==> config.mk <==
export PLATFORM = sky130hd
export DESIGN_NAME = ibex_axi4l_master_flat
export DESIGN_NICKNAME = d
export VERILOG_FILES = /design/src/rtl/axi4l_pkg.sv /design/src/rtl/axi4l_if.sv /design/src/rtl/ibex_axi4l_master.sv /design/src/flat_wrapper.sv
export SDC_FILE = /design/constraint.sdc
export NUM_CORES = 1
export LEC_CHECK = 0
export BUFFER_PORTS_ARGS = -buffer_cell sky130_fd_sc_hd__clkbuf_2
export CAP_MARGIN = 20
export CORE_UTILIZATION = 42
export DETAILED_ROUTE_END_ITERATION = 6
export GPL_TIMING_DRIVEN = 0
export HOLD_SLACK_MARGIN = 0.06
export PLACE_DENSITY = 0.78
export SYNTH_ARGS = -nofsm -noshare
export SYNTH_HDL_FRONTEND = slang
export SYNTH_SLANG_ARGS = --single-unit
==> constraint.sdc <==
create_clock -name clk -period 2.98 [get_ports clk]
set_input_delay 0.149 -clock clk [delete_from_list [all_inputs] [get_ports clk]]
set_output_delay 0.149 -clock clk [all_outputs]
set_load 0.005 [all_outputs]
==> src/rtl/axi4l_pkg.sv <==
// Shared AXI4-Lite types, response codes and the master FSM state encoding.
package axi4l_pkg;

  typedef logic [31:0] addr_t;
  typedef logic [31:0] data_t;
  typedef logic [3:0]  strb_t;
  typedef logic [1:0]  resp_t;

  localparam resp_t OKAY   = 2'b00;
  localparam resp_t SLVERR = 2'b10;
  localparam resp_t DECERR = 2'b11;

  typedef enum logic [2:0] {
    IDLE,
    WADDR_DATA,
    WRESP,
    RADDR,
    RDATA
  } master_state_t;

endpackage

==> src/rtl/axi4l_if.sv <==
// AXI4-Lite bundle (AW/W/B/AR/R) with master and slave views; aclk comes from the system clock.
interface axi4l_if
  import axi4l_pkg::*;
(
  input logic aclk
);

  addr_t       awaddr;
  logic [2:0]  awprot;
  logic        awvalid;
  logic        awready;
  data_t       wdata;
  strb_t       wstrb;
  logic        wvalid;
  logic        wready;
  resp_t       bresp;
  logic        bvalid;
  logic        bready;
  addr_t       araddr;
  logic [2:0]  arprot;
  logic        arvalid;
  logic        arready;
  data_t       rdata;
  resp_t       rresp;
  logic        rvalid;
  logic        rready;

  modport master (
    output awaddr, awprot, awvalid, input awready,
    output wdata, wstrb, wvalid, input wready,
    input bresp, bvalid, output bready,
    output araddr, arprot, arvalid, input arready,
    input rdata, rresp, rvalid, output rready
  );

  modport slave (
    input aclk,
    input awaddr, awprot, awvalid, output awready,
    input wdata, wstrb, wvalid, output wready,
    output bresp, bvalid, input bready,
    input araddr, arprot, arvalid, output arready,
    output rdata, rresp, rvalid, input rready
  );

endinterface

==> src/rtl/ibex_axi4l_master.sv <==
// Ibex req/gnt/rvalid memory port to AXI4-Lite master bridge, one transaction in flight.
module ibex_axi4l_master
  import axi4l_pkg::*;
(
  input  logic   clk,
  input  logic   reset,
  input  logic   req,
  output logic   gnt,
  input  logic   we,
  input  strb_t  be,
  input  addr_t  addr,
  input  data_t  wdata,
  output logic   rvalid,
  output data_t  rdata,
  output logic   err,
  axi4l_if.master axi
);

  master_state_t state_q, state_d;
  logic  awvalid_q, awvalid_d;
  logic  wvalid_q, wvalid_d;
  logic  arvalid_q, arvalid_d;
  logic  bready_q, bready_d;
  logic  rready_q, rready_d;
  logic  rvalid_q, rvalid_d;
  logic  err_q, err_d;
  data_t rdata_q, rdata_d;
  addr_t addr_q, addr_d;
  data_t wdata_q, wdata_d;
  strb_t wstrb_q, wstrb_d;

  assign gnt = req && (state_q == IDLE) && !reset;

  assign axi.awaddr  = addr_q;
  assign axi.araddr  = addr_q;
  assign axi.awprot  = 3'b000;
  assign axi.arprot  = 3'b000;
  assign axi.wdata   = wdata_q;
  assign axi.wstrb   = wstrb_q;
  assign axi.awvalid = awvalid_q;
  assign axi.wvalid  = wvalid_q;
  assign axi.arvalid = arvalid_q;
  assign axi.bready  = bready_q;
  assign axi.rready  = rready_q;

  assign rvalid = rvalid_q;
  assign rdata  = rdata_q;
  assign err    = err_q;

  always_comb begin
    state_d   = state_q;
    awvalid_d = awvalid_q;
    wvalid_d  = wvalid_q;
    arvalid_d = arvalid_q;
    bready_d  = bready_q;
    rready_d  = rready_q;
    rvalid_d  = 1'b0;
    err_d     = err_q;
    rdata_d   = rdata_q;
    addr_d    = addr_q;
    wdata_d   = wdata_q;
    wstrb_d   = wstrb_q;

    unique case (state_q)
      IDLE: begin
        if (gnt) begin
          addr_d  = {addr[31:2], 2'b00};
          wdata_d = wdata;
          wstrb_d = be;
          if (we) begin
            awvalid_d = 1'b1;
            wvalid_d  = 1'b1;
            state_d   = WADDR_DATA;
          end else begin
            arvalid_d = 1'b1;
            state_d   = RADDR;
          end
        end
      end
      WADDR_DATA: begin
        // Each channel retires on its own handshake; move on once both are clear.
        awvalid_d = awvalid_q && !axi.awready;
        wvalid_d  = wvalid_q && !axi.wready;
        if (!awvalid_d && !wvalid_d) begin
          bready_d = 1'b1;
          state_d  = WRESP;
        end
      end
      WRESP: begin
        if (axi.bvalid) begin
          bready_d = 1'b0;
          rvalid_d = 1'b1;
          err_d    = (axi.bresp != OKAY);
          rdata_d  = '0;
          state_d  = IDLE;
        end
      end
      RADDR: begin
        if (axi.arready) begin
          arvalid_d = 1'b0;
          rready_d  = 1'b1;
          state_d   = RDATA;
        end
      end
      RDATA: begin
        if (axi.rvalid) begin
          rready_d = 1'b0;
          rvalid_d = 1'b1;
          rdata_d  = axi.rdata;
          err_d    = (axi.rresp != OKAY);
          state_d  = IDLE;
        end
      end
      default: state_d = IDLE;
    endcase
  end

  always_ff @(posedge clk) begin
    if (reset) begin
      state_q   <= IDLE;
      awvalid_q <= 1'b0;
      wvalid_q  <= 1'b0;
      arvalid_q <= 1'b0;
      bready_q  <= 1'b0;
      rready_q  <= 1'b0;
      rvalid_q  <= 1'b0;
      err_q     <= 1'b0;
      rdata_q   <= '0;
    end else begin
      state_q   <= state_d;
      awvalid_q <= awvalid_d;
      wvalid_q  <= wvalid_d;
      arvalid_q <= arvalid_d;
      bready_q  <= bready_d;
      rready_q  <= rready_d;
      rvalid_q  <= rvalid_d;
      err_q     <= err_d;
      rdata_q   <= rdata_d;
    end
    // Request capture is only consumed behind a valid, so it needs no reset.
    addr_q  <= addr_d;
    wdata_q <= wdata_d;
    wstrb_q <= wstrb_d;
  end

endmodule
==> src/flat_wrapper.sv <==
// flat-port wrapper written by rule: the top's interface ports become plain ports
module ibex_axi4l_master_flat import axi4l_pkg::*;
  (clk, reset, req, gnt, we, be, addr, wdata, rvalid, rdata, err, aclk, axi_awaddr, axi_awprot, axi_awvalid, axi_awready, axi_wdata, axi_wstrb, axi_wvalid, axi_wready, axi_bresp, axi_bvalid, axi_bready, axi_araddr, axi_arprot, axi_arvalid, axi_arready, axi_rdata, axi_rresp, axi_rvalid, axi_rready);
  axi4l_if axi_i (.aclk(aclk));
  input  logic clk;
  input  logic reset;
  input  logic req;
  output logic gnt;
  input  logic we;
  input  strb_t be;
  input  addr_t addr;
  input  data_t wdata;
  output logic rvalid;
  output data_t rdata;
  output logic err;
  input wire logic aclk;
  output wire logic [$bits(axi_i.awaddr)-1:0] axi_awaddr;
  output wire logic [$bits(axi_i.awprot)-1:0] axi_awprot;
  output wire logic [$bits(axi_i.awvalid)-1:0] axi_awvalid;
  input wire logic [$bits(axi_i.awready)-1:0] axi_awready;
  output wire logic [$bits(axi_i.wdata)-1:0] axi_wdata;
  output wire logic [$bits(axi_i.wstrb)-1:0] axi_wstrb;
  output wire logic [$bits(axi_i.wvalid)-1:0] axi_wvalid;
  input wire logic [$bits(axi_i.wready)-1:0] axi_wready;
  input wire logic [$bits(axi_i.bresp)-1:0] axi_bresp;
  input wire logic [$bits(axi_i.bvalid)-1:0] axi_bvalid;
  output wire logic [$bits(axi_i.bready)-1:0] axi_bready;
  output wire logic [$bits(axi_i.araddr)-1:0] axi_araddr;
  output wire logic [$bits(axi_i.arprot)-1:0] axi_arprot;
  output wire logic [$bits(axi_i.arvalid)-1:0] axi_arvalid;
  input wire logic [$bits(axi_i.arready)-1:0] axi_arready;
  input wire logic [$bits(axi_i.rdata)-1:0] axi_rdata;
  input wire logic [$bits(axi_i.rresp)-1:0] axi_rresp;
  input wire logic [$bits(axi_i.rvalid)-1:0] axi_rvalid;
  output wire logic [$bits(axi_i.rready)-1:0] axi_rready;
  assign axi_awaddr = axi_i.awaddr;
  assign axi_awprot = axi_i.awprot;
  assign axi_awvalid = axi_i.awvalid;
  assign axi_i.awready = axi_awready;
  assign axi_wdata = axi_i.wdata;
  assign axi_wstrb = axi_i.wstrb;
  assign axi_wvalid = axi_i.wvalid;
  assign axi_i.wready = axi_wready;
  assign axi_i.bresp = axi_bresp;
  assign axi_i.bvalid = axi_bvalid;
  assign axi_bready = axi_i.bready;
  assign axi_araddr = axi_i.araddr;
  assign axi_arprot = axi_i.arprot;
  assign axi_arvalid = axi_i.arvalid;
  assign axi_i.arready = axi_arready;
  assign axi_i.rdata = axi_rdata;
  assign axi_i.rresp = axi_rresp;
  assign axi_i.rvalid = axi_rvalid;
  assign axi_rready = axi_i.rready;
  ibex_axi4l_master u_core (.clk(clk), .reset(reset), .req(req), .gnt(gnt), .we(we), .be(be), .addr(addr), .wdata(wdata), .rvalid(rvalid), .rdata(rdata), .err(err), .axi(axi_i));
endmodule
==> summary by stage <==
Floorplanning
Measured along the y axis, the die boundary spans between 100 and 150 um. The initial utilization of the core area, before any placement, comes to 0.437. The floorplan step defined a die boundary enclosing around 10000 sq um.

The core footprint is 9280 sq um. In this run the horizontal extent of the chip is approximately 100 um. The number of placement rows is 35. During I/O placement, the number of pins put on the boundary was 260.

Route
In this run the top signal layer used is met4. The remaining routing DRC violations is 0. The detailed-routing wirelength on met1 is between 4 and 5 mm. Across all layers, the routed design uses 3732 vias. The first-pass iteration count of the detailed router is 4. Dividing the detail-routed wire length by the instance count gives 15.1 um. The detail route stage leaves a number of antenna-violating nets equal to 0.

The post-detailed-route via-to-cell ratio is ~4.6. The violation count after the first detailed-routing iteration is 90. The total met2 wirelength after detailed routing is 6.88 mm.

The routed wire length is 12.3 mm. The met3 wire length is ~840 um.

STA
Derived from the worst setup path, the maximum achievable clock frequency is about 0.57 GHz. The share of the clock period used by the worst path after layout is 0.591. The minimum period implied by the final worst setup slack is about 1800 ps. After routing, the total negative slack on setup checks comes to 0 ps. The least setup slack across all paths after layout is 1220 ps. The worst pin sits at a relative slew slack of 0.554. Setup repair after global routing left no endpoint under its margin. For the pin with the worst max-slew slack, the measured transition is about 670 ps.

The clock skew after layout is 15.5 ps. The number of pins exceeding their max-slew limit in the final report is 0. The final count of hold timing violations came to 0. The count of final setup violators is 0.

Clocking
Clock-pin slew was measured on the worst setup and hold paths at around 100 ps. The later pin in the worst-skew pair is clocked with a latency of ~360 ps. The buffer count from post-CTS setup fixing is 0. TritonCTS built the clock tree.

The clock passes through at most 2 buffers. The maximum level of the CTS H-tree is 3. The total clock sinks is ~110. The tree is rooted in a sky130_fd_sc_hd__clkbuf_8. The number of CTS-inserted buffers is 9.

Synthesis
The number of synthesized flops with an enable pin is 66. The cell taking the most area after synthesis is sky130_fd_sc_hd__edfxtp_1. By area the synthesized netlist is led by sky130_fd_sc_hd__edfxtp_1 49%, sky130_fd_sc_hd__dfxtp_1 21%, sky130_fd_sc_hd__buf_4 7.6%. The combined area of all synthesized cells is around 4100 sq um. A synthesized cell averages roughly 13 sq um. The share of the Yosys chip area taken by registers is 0.695. sky130_fd_sc_hd__edfxtp_1 is the most common cell in the netlist. After synthesis, the most frequently instantiated cells are 66 x sky130_fd_sc_hd__edfxtp_1, 42 x sky130_fd_sc_hd__dfxtp_1, 41 x sky130_fd_sc_hd__buf_4.

The count of cell types in the netlist is 25. The async set-reset flop share out of synthesis is 0. After synthesis the netlist holds a flip-flop and latch count of around 110.

The most used flip-flop cell after synthesis is sky130_fd_sc_hd__edfxtp_1. Of the post-synthesis cell area, the dominant cell type holds 0.488. The count of mapped cells out of synthesis is approximately 310. During synthesis, Yosys emitted a total of 0 warnings.

Worst setup path
The required time of the critical path is around 3000 ps. The reg-to-reg critical path startpoint is u_core.state_q[1]. The worst-case reg-to-reg path depth is 5.

The maximum fanout along the worst path is 50. The terminus of the critical flop-to-flop path is u_core.axi.araddr[28]. The category of the worst setup path capture point is a flop. The signal arrival time at the worst endpoint is around 1800 ps. The sort of element at the start of the critical path is a flop.

The critical path class is reg -> reg. The flop-to-flop setup slack is roughly 1200 ps.

Place
The port buffer count is between 200 and 250. The total placed cells including tap cells is between 600 and 700. The HPWL after detailed placement is around 7.4 mm. Summing all placed instances gives a cell area of 5500 sq um.

Routability-driven placement finished with a final weighted congestion of about 0.79. At the placement stage, the worst setup path has a slack of ~1200 ps.

Final layout
The final design instance area without fill is 6680 sq um. The layout overhead on the synthesized area is 64.4%. Summing all multi-input logic gate instances after layout gives 800 sq um. The antenna cell count is 0.

The area occupied by registers is approximately 2800 sq um. The count of non-filler cells in the finished layout is a little over 800. The share of final-layout standard cells stronger than drive strength 1 is 0.484. The layout filler cell count is 647. After the last flow step, the layout net total stands at ~790.

The post-layout utilization of the core is 0.719.

Worst hold path
The worst hold path terminates at u_core.axi.wvalid. The min-delay analysis places its worst path in the category in -> reg. Along the worst hold path, the cell count comes to 3. The worst hold path begins at we.

Pwr
Power spread over the standard cell area amounts to 436 nW/um^2. For this design the static power due to leakage is approximately 3 nW. The maximum VDD drop is ~320 uV.

Global route
The number of global-route vias before repair came to about 3.7k. Entering global routing, the biggest net connects just over 50 pins. The initial antenna violation count is 0. In the global route stage, overall resource usage came out at 0.237. The global-route wire length before repair is 18.2 mm. After global routing the overflow that remains totals 0.

Status
The run finished with clean final reports.

Flow run
The tool flagged a number of max-cap violations equal to 0.
-- metrics by stage --
stage	total power [W]	hold WS, ps
after global placement	0.00199	327
final	0.00291	83.7
after global routing	0.00303	107
after detailed placement	0.00200	328
after floorplan	0.00184	245
after CTS	0.00292	78.9
-- routing by layer --
layer  vias up  global-route usage
met5         -                   0
met4         0              0.0914
met3        30              0.0474
met2       199               0.469
met1      1737               0.242
li1       1766                   -
-- placed cells by master, fill, tap and decap left out --
cell                            netlist  routed
sky130_fd_sc_hd__or3b_2               1       1
sky130_fd_sc_hd__o311ai_0             1       1
sky130_fd_sc_hd__o21ai_0              3       3
sky130_fd_sc_hd__nand3_1             34      34
sky130_fd_sc_hd__a32o_2               1       1
sky130_fd_sc_hd__nor3b_2              1       1
sky130_fd_sc_hd__a211oi_1             1       1
sky130_fd_sc_hd__edfxtp_1            66      66
sky130_fd_sc_hd__inv_1                6       5
sky130_fd_sc_hd__nand2b_1             4       4
sky130_fd_sc_hd__a21oi_1             26      26
sky130_fd_sc_hd__a31oi_1              1       1
sky130_fd_sc_hd__a32oi_4              1       1
sky130_fd_sc_hd__nor2b_1              2       2
sky130_fd_sc_hd__o21a_1               1       1
sky130_fd_sc_hd__a21oi_2             14      14
sky130_fd_sc_hd__nor2_1              11      11
sky130_fd_sc_hd__clkinv_2             0       2
sky130_fd_sc_hd__clkbuf_2             0     245
sky130_fd_sc_hd__buf_6               11      11
sky130_fd_sc_hd__clkbuf_8             0       9
sky130_fd_sc_hd__conb_1               1      10
sky130_fd_sc_hd__inv_2                0       1
sky130_fd_sc_hd__clkbuf_1             5       7
sky130_fd_sc_hd__nor3_1               1       1
sky130_fd_sc_hd__clkbuf_16            0       1
sky130_fd_sc_hd__or4_1                1       1
sky130_fd_sc_hd__buf_4               41      41
sky130_fd_sc_hd__nand2_1             38      38
sky130_fd_sc_hd__clkinvlp_4           0       2
sky130_fd_sc_hd__dfxtp_1             42      42
sky130_fd_sc_hd__dlygate4sd3_1        0      99
sky130_fd_sc_hd__buf_12               0       1
-- flip-flops by register name (all words and copies together), names as in the netlist --
register / flops
u_core.rvalid: 1
u_core.axi.awvalid: 1
u_core.axi.rready: 1
u_core.axi.bready: 1
u_core.axi.wdata: 32
u_core.axi.arvalid: 1
u_core.axi.araddr: 30
u_core.err: 1
u_core.state_q: 3
u_core.axi.wstrb: 4
u_core.axi.wvalid: 1
u_core.rdata: 32
-- how the worst max path moves through the flow --
stage,startpoint,end,depth (start not counted)
after floorplan,u_core.state_q[1],u_core.axi.araddr[10],4
after global placement,u_core.state_q[1],u_core.axi.araddr[13],4
after detailed placement,u_core.state_q[1],u_core.axi.araddr[13],5
final,u_core.state_q[1],u_core.axi.araddr[28],5
after CTS,u_core.state_q[1],u_core.axi.araddr[9],5
after global routing,u_core.state_q[1],u_core.axi.araddr[14],5
-- where the power goes --
part           total (W)  switching, W  internal, W
clock           0.000827      0.000473     0.000354
combinational   0.000415      0.000175     0.000240
sequential       0.00167     0.0000237      0.00165
total            0.00291      0.000672      0.00224
-- cells by family (layout without fill, tap and decap cells) --
family	Yosys count	in the layout	synth area share
DFF	108	108	0.695
buffers and inverters	63	424	0.116
other	1	10	0.000923
and+or+nand+nor	93	93	0.105
AOI/OAI and AO/OA	49	49	0.0829
-- timing repair --
item / 4_1_cts / 5_1_grt
hold buffers: 99 / 0
hold endpoints to repair: 99 / 0
resized for setup: 0 / 0
-- worst max-delay path, cell delays in order, from the launching register on --
cell                      delay, ps
sky130_fd_sc_hd__dfxtp_1        310
sky130_fd_sc_hd__buf_4          160
sky130_fd_sc_hd__nor2_1         120
sky130_fd_sc_hd__nand3_1        170
sky130_fd_sc_hd__inv_2          340
sky130_fd_sc_hd__buf_12         310
-- cell type report --
cell class | count | area share
Inverter | 6 | 0.00337
Multi-Input combinational cell | 152 | 0.120
Buffer | 57 | 0.0675
Clock inverter | 4 | 0.00375
Tap cell | 129 | 0.0242
Sequential cell | 108 | 0.423
Timing Repair Buffer | 345 | 0.335
Clock buffer | 12 | 0.0234
Power figures use the tool's default switching activity.
